[src/rtl/fetch_pkg.sv]
// Shared definitions for the instruction-fetch controller: FSM state
// encoding, default text-segment base address and the PC alignment mask.
package fetch_pkg;

  typedef enum logic [2:0] {
    IDLE  = 3'd0,
    REQ   = 3'd1,
    HOLD  = 3'd2,
    DRAIN = 3'd3,
    ERR   = 3'd4
  } fetch_state_t;

  localparam logic [31:0] BASE_ADDR_DEFAULT = 32'h0040_0000;

  // Low PC bits that must be zero for a word-aligned instruction fetch.
  localparam logic [1:0]  PC_ALIGN_MASK     = 2'b11;

endpackage

[src/rtl/fetch_out_buf.sv]
// Output buffer for fetched instructions: holds the instruction word, its
// PC and a valid flag. Priority is clear > load > accept.
module fetch_out_buf #(
  parameter int          ADDR_W = 32,
  parameter int          DATA_W = 32,
  parameter logic [31:0] RST_PC = 32'h0040_0000
) (
  input  logic              clk,
  input  logic              rst,
  input  logic              load,
  input  logic              clear,
  input  logic              accept,
  input  logic [DATA_W-1:0] din,
  input  logic [ADDR_W-1:0] pc_d,
  output logic              valid,
  output logic [DATA_W-1:0] inst,
  output logic [ADDR_W-1:0] pc
);

  // Buffer register: load a new word, drop it on flush or when decode takes it.
  // NOTE: the data fields are reset as well as the valid flag, so inst_pc
  // shows the text-segment base and inst_out shows zero straight out of reset.
  always_ff @(posedge clk or posedge rst) begin
    if (rst) begin
      valid <= 1'b0;
      inst  <= '0;
      pc    <= RST_PC[ADDR_W-1:0];
    end else if (clear) begin
      valid <= 1'b0;
    end else if (load) begin
      valid <= 1'b1;
      inst  <= din;
      pc    <= pc_d;
    end else if (accept) begin
      valid <= 1'b0;
    end
  end

endmodule

[src/rtl/inst_fetch_ctrl.sv]
// Instruction-fetch controller: reads imem at the current PC, buffers the
// word for decode and pulses pc_ena once per accepted fetch.
// Optional build macro FETCH_PERF_CNT_EN adds fetch_cnt / stall_cnt outputs.
module inst_fetch_ctrl
  import fetch_pkg::*;
#(
  parameter int          ADDR_W    = 32,
  parameter int          DATA_W    = 32,
  parameter int          IMEM_AW   = 11,
  parameter logic [31:0] BASE_ADDR = BASE_ADDR_DEFAULT
) (
  input  logic               clk,
  input  logic               rst,
  input  logic [ADDR_W-1:0]  pc_in,
  output logic               pc_ena,
  output logic               imem_req,
  output logic [IMEM_AW-1:0] imem_addr,
  input  logic               imem_ack,
  input  logic [DATA_W-1:0]  imem_rdata,
  input  logic               flush,
  output logic               inst_valid,
  input  logic               inst_ready,
  output logic [DATA_W-1:0]  inst_out,
  output logic [ADDR_W-1:0]  inst_pc,
`ifdef FETCH_PERF_CNT_EN
  output logic [31:0]        fetch_cnt,
  output logic [31:0]        stall_cnt,
`endif
  output logic               fetch_err
);

  fetch_state_t      state, state_nxt;
  logic              misaligned;
  logic              buf_load, buf_clear, buf_accept;
  logic              err_set, err_clr;
  logic [ADDR_W-1:0] pc_off;

  // Word address relative to the text segment, truncated to the imem size.
  assign pc_off     = pc_in - BASE_ADDR[ADDR_W-1:0];
  assign imem_addr  = pc_off[IMEM_AW+1:2];
  assign misaligned = (pc_in[1:0] & PC_ALIGN_MASK) != 2'b00;
  assign buf_accept = inst_valid & inst_ready;

  // State register.
  // NOTE: sequential state uses non-blocking assignments only, so every
  // flop samples pre-edge values regardless of process ordering.
  always_ff @(posedge clk or posedge rst) begin
    if (rst) state <= IDLE;
    else     state <= state_nxt;
  end

  // Next-state and handshake outputs; flush overrides everything but reset.
  // NOTE: every output of this block gets a default first, so no path
  // through the case can leave one unassigned and infer a latch.
  always_comb begin
    state_nxt = state;
    pc_ena    = 1'b0;
    imem_req  = 1'b0;
    buf_load  = 1'b0;
    buf_clear = flush;
    err_set   = 1'b0;
    err_clr   = 1'b0;
    unique case (state)
      IDLE: state_nxt = REQ;
      REQ: begin
        imem_req = !misaligned;
        if (flush) begin
          // A request was in flight only if the PC was aligned; if it was
          // acked this same cycle the data is simply dropped.
          state_nxt = (misaligned || imem_ack) ? REQ : DRAIN;
        end else if (misaligned) begin
          err_set   = 1'b1;
          state_nxt = ERR;
        end else if (imem_ack) begin
          pc_ena    = 1'b1;
          buf_load  = 1'b1;
          state_nxt = HOLD;
        end
      end
      HOLD: begin
        if (flush || inst_ready) state_nxt = REQ;
      end
      DRAIN: begin
        if (flush || imem_ack) state_nxt = REQ;
      end
      ERR: begin
        if (flush) begin
          err_clr   = 1'b1;
          state_nxt = REQ;
        end
      end
      default: state_nxt = IDLE;
    endcase
  end

  // Sticky misalignment flag, cleared only by the flush that leaves ERR.
  always_ff @(posedge clk or posedge rst) begin
    if (rst)          fetch_err <= 1'b0;
    else if (err_set) fetch_err <= 1'b1;
    else if (err_clr) fetch_err <= 1'b0;
  end

  fetch_out_buf #(
    .ADDR_W (ADDR_W),
    .DATA_W (DATA_W),
    .RST_PC (BASE_ADDR)
  ) u_out_buf (
    .clk    (clk),
    .rst    (rst),
    .load   (buf_load),
    .clear  (buf_clear),
    .accept (buf_accept),
    .din    (imem_rdata),
    .pc_d   (pc_in),
    .valid  (inst_valid),
    .inst   (inst_out),
    .pc     (inst_pc)
  );

`ifdef FETCH_PERF_CNT_EN
  // Performance counters: delivered instructions and REQ cycles without ack.
  always_ff @(posedge clk or posedge rst) begin
    if (rst) begin
      fetch_cnt <= '0;
      stall_cnt <= '0;
    end else begin
      if (buf_accept)                 fetch_cnt <= fetch_cnt + 32'd1;
      if (state == REQ && !imem_ack)  stall_cnt <= stall_cnt + 32'd1;
    end
  end
`endif

endmodule

[config.mk]
export PLATFORM = sky130hd
export DESIGN_NAME = inst_fetch_ctrl
export DESIGN_NICKNAME = d
export VERILOG_FILES = /design/src/rtl/fetch_pkg.sv /design/src/rtl/fetch_out_buf.sv /design/src/rtl/inst_fetch_ctrl.sv
export SDC_FILE = /design/constraint.sdc
export NUM_CORES = 1
export LEC_CHECK = 0
export ABC_AREA = 1
export BUFFER_PORTS_ARGS = -buffer_cell sky130_fd_sc_hd__clkbuf_2
export CORE_ASPECT_RATIO = 1.2
export CORE_MARGIN = 5
export CORE_UTILIZATION = 40
export DETAILED_ROUTE_END_ITERATION = 12
export GPL_TIMING_DRIVEN = 1
export PLACE_DENSITY_LB_ADDON = 0.3
export SYNTH_ARGS = -nofsm -noshare
export SYNTH_HDL_FRONTEND = slang
export SYNTH_SLANG_ARGS = --single-unit
[constraint.sdc]
create_clock -name clk -period 1.98 [get_ports clk]
set_input_delay 0.297 -clock clk [delete_from_list [all_inputs] [get_ports clk]]
set_output_delay 0.297 -clock clk [all_outputs]
set_load 0.01 [all_outputs]
==> impl_metrics.csv <==
group,metric,value,unit
timing,setup-violations-final,0,
timing,tns,0,ns
route,wirelength,6.67,mm
timing,hold_viol_final,0,
synthesis,ys_seq_elements,69,
finish,finalInstanceArea,0.00374,mm²
clock_tree,postCtsSetupBuffers,0,
pwr,swShare,37.2,%
synthesis,synth.yosys.seq_area_share,60.8,%
timing,post-route-period-util,94.1,%
setup_path,cp.required,1.68,ns
route,route.detailed.drc,0,
place,post_dp_cell_area,0.00354,mm²
global_routing,track_usage,15.5,%
clock_tree,path_clk_slew,0.08,ns
synthesis,yosys.area.top_type,"dfrtp_1",
place,place_congestion,0.836,
finish,multiInputGateArea,883,µm²
global_routing,overflow,0,
synthesis,syn-num-nets,392,
route,routedWlPerCell,12.1,µm
clock_tree,h-tree-depth,3,
finish,fin_nets,530,
synthesis,synth_top_cells_by_area,"dfrtp_1 60%, nand2_1 25%, buf_4 2.9%, nand2_2 2.2%, buf_6 2.0%",
finish,fillers,676,
clock_tree,cts_tree,"done",
pwr,p_sw,2030,µW
floorplan,num_rows,33,
finish,n_antenna_cell,0,
synthesis,synth_warnings,0,
route,dr.pass1.iters,4,
clock_tree,cts_buffer_depth,2,
synthesis,synth_cell_type_count,20,
pwr,pwr-share-clk,19.1,%
finish,syn_to_final_growth,31.8,%
clock_tree,clk_latency,0.33,ns
setup_path,critPathLaunchType,"flip-flop",
floorplan,fp.dieArea,0.00890,mm²
floorplan,die-width,86.9,µm
floorplan,initial_core_util,41.2,%
job,maxCapViolCount,0,
route,vias,2444,
pwr,power_density,1460,mW/mm²
setup_path,crit_type,"flip-flop to output port",
pwr,power_frac_comb,35.1,%
place,hpwl,4.97,mm
setup_path,path_max_fanout,34,
route,drt_iter0_drc,57,
clock_tree,cts_root_buf,"clkbuf_8",
floorplan,io_pins,148,
timing,slew_headroom,31.2,%
pwr,p_int,3430,µW
floorplan,die_h,102,µm
clock_tree,cts_buffers,9,
timing,worstMarginPinSlew,1.03,ns
timing,finClkSkew,0.00819,ns
finish,drive_gt1_share,39.7,%
global_routing,grt_pass1_vias,2421,
synthesis,syn_area_per_cell,8.80,µm²
pwr,vdd_drop_max,0.000632,V
synthesis,synth_edf_count,0,
timing,period_minus_slack,1.86,ns
timing,slew_viol_final,0,
place,port_buffers,147,
finish,seq_area,0.00173,mm²
route,ant_nets,0,
synthesis,syn_inst,323,
synthesis,ys_top_cells_by_count,"188 x nand2_1, 68 x dfrtp_1, 11 x buf_4",
timing,rsz0062_at_grt,"no",
run_status,status,"finished, final reports clean",
route,drt-vias-per-instance,4.42,
clock_tree,cts_sinks,69,
setup_path,cp-end-kind,"output port",
global_routing,grt_pass1_wl,10.8,mm
synthesis,synth_flop_cell,"dfrtp_1",
floorplan,coreArea,0.00690,mm²
synthesis,async_reset_ff_share,100,%
synthesis,synthMostInstantiatedCell,"nand2_1",
setup_path,worstPathArrival,1.57,ns
synthesis,synth_top_area_share,59.9,%
worst_hold_path,worstHoldPathType,"input port to flip-flop",
pwr,p_leak,0.00225,µW
global_routing,grt_max_degree,64,
timing,fmax,537,MHz
pwr,power_frac_seq,45.8,%
synthesis,syn_area,0.00284,mm²
global_routing,antenna_found_initial,0,
## worst max-delay path, stage by stage (launching register included)
cell and delay (ns):
dfrtp_1 0.40, inv_2 0.07, nand2_1 0.06, nor2_2 0.14
inv_2 0.07, nor2_4 0.13, buf_12 0.21, clkbuf_2 0.16
## final timing paths
kind,start,to,slack [ns],cells past startpoint
hold reg to reg,u_out_buf.inst[29],u_out_buf.inst[29],0.47,2
hold / removal,pc_in[22],u_out_buf.pc[22],0.15,3
setup reg to reg,state[0],u_out_buf.pc[25],0.25,7
max in group asynchronous,rst,u_out_buf.pc[22],0.77,4
setup / recovery,state[1],pc_ena,0.12,7
min in group asynchronous,rst,u_out_buf.inst[19],0.56,3
## sequential cells by signal (all words and copies together) (netlist names)
name and flops:
u_out_buf.inst 32, u_out_buf.pc 32, state 3, fetch_err 1, u_out_buf.valid 1
## routing by layer
| layer | share of wire, % | track usage, % | up-vias |
|---|---|---|---|
| met5 | 0 | 0 | - |
| met4 | 1.6 | 6.35 | 0 |
| met3 | 7.1 | 4.27 | 9 |
| met2 | 51 | 26.7 | 89 |
| met1 | 40 | 18.1 | 1114 |
| li1 | - | - | 1232 |
## power by group through the flow
stage               sequential (µW)  clock (µW)  combinational (µW)
finish                         2500        1040                1920
global route                   2590        1130                2180
CTS                            2510        1090                1970
detailed placement             2520           0                1970
global placement               2510           0                1910
floorplan                      2810           0                 714
## final cells by class
type                    count  area share (%)
clock buffers              11            4.04
inverters                  11            1.20
repair buffers            151            21.2
multi-input cells         219            23.6
well taps                  87            2.91
flip-flops and latches     69            46.1
clock inverters             5           0.936
## placed cells by master (no fill, tap or decap)
| cell type | netlist | final |
|---|---|---|
| a21oi_1 | 1 | 1 |
| dlygate4sd3_1 | 0 | 1 |
| buf_4 | 11 | 1 |
| clkbuf_2 | 0 | 147 |
| nand2_2 | 10 | 10 |
| nand3_1 | 4 | 4 |
| dfstp_2 | 1 | 1 |
| nand3_2 | 1 | 1 |
| inv_2 | 4 | 4 |
| clkbuf_8 | 0 | 11 |
| nor3_1 | 1 | 1 |
| nand3b_1 | 1 | 1 |
| dfrtp_1 | 68 | 68 |
| nand4_1 | 2 | 2 |
| nor2_2 | 1 | 1 |
| clkinv_2 | 0 | 1 |
| o21ai_0 | 3 | 3 |
| nor2_4 | 1 | 1 |
| nand2_1 | 188 | 188 |
| inv_1 | 7 | 6 |
| nor2_1 | 6 | 6 |
| clkinvlp_4 | 0 | 5 |
| buf_12 | 0 | 2 |
## timing repair
action | 4_1_cts | 5_1_grt
pin swaps | 0 | 0
hold buffers | 1 | 0
gates resized for setup | 1 | 2
endpoints found under the setup margin | 1 | 1
hold endpoints to repair | 6 | 0
## kinds of logic (layout without fill, tap and decap cells)
family,after synthesis,count (layout),synth area share (%)
flip-flops,69,69,60.8
buffers and inverters,35,178,8.10
AO/OA/AOI/OAI,4,4,0.704
AND/OR/NAND/NOR,215,215,30.4
## per-stage QoR
step	setup WS, ns	hold slack [ns]	cells	power, µW	utilization, %
5_1_grt	0.00803	0.141	553	5900	54.3
2_1_floorplan	0.723	0.391	323	3520	-
3_3_place_gp	0.282	0.374	536	4430	51.3
4_1_cts	0.00279	0.127	553	5560	54.2
6_report	0.116	0.147	553	5460	54.3
3_5_place_dp	0.214	0.367	536	4490	51.3
Note: power is estimated with default switching activity, not from simulation.
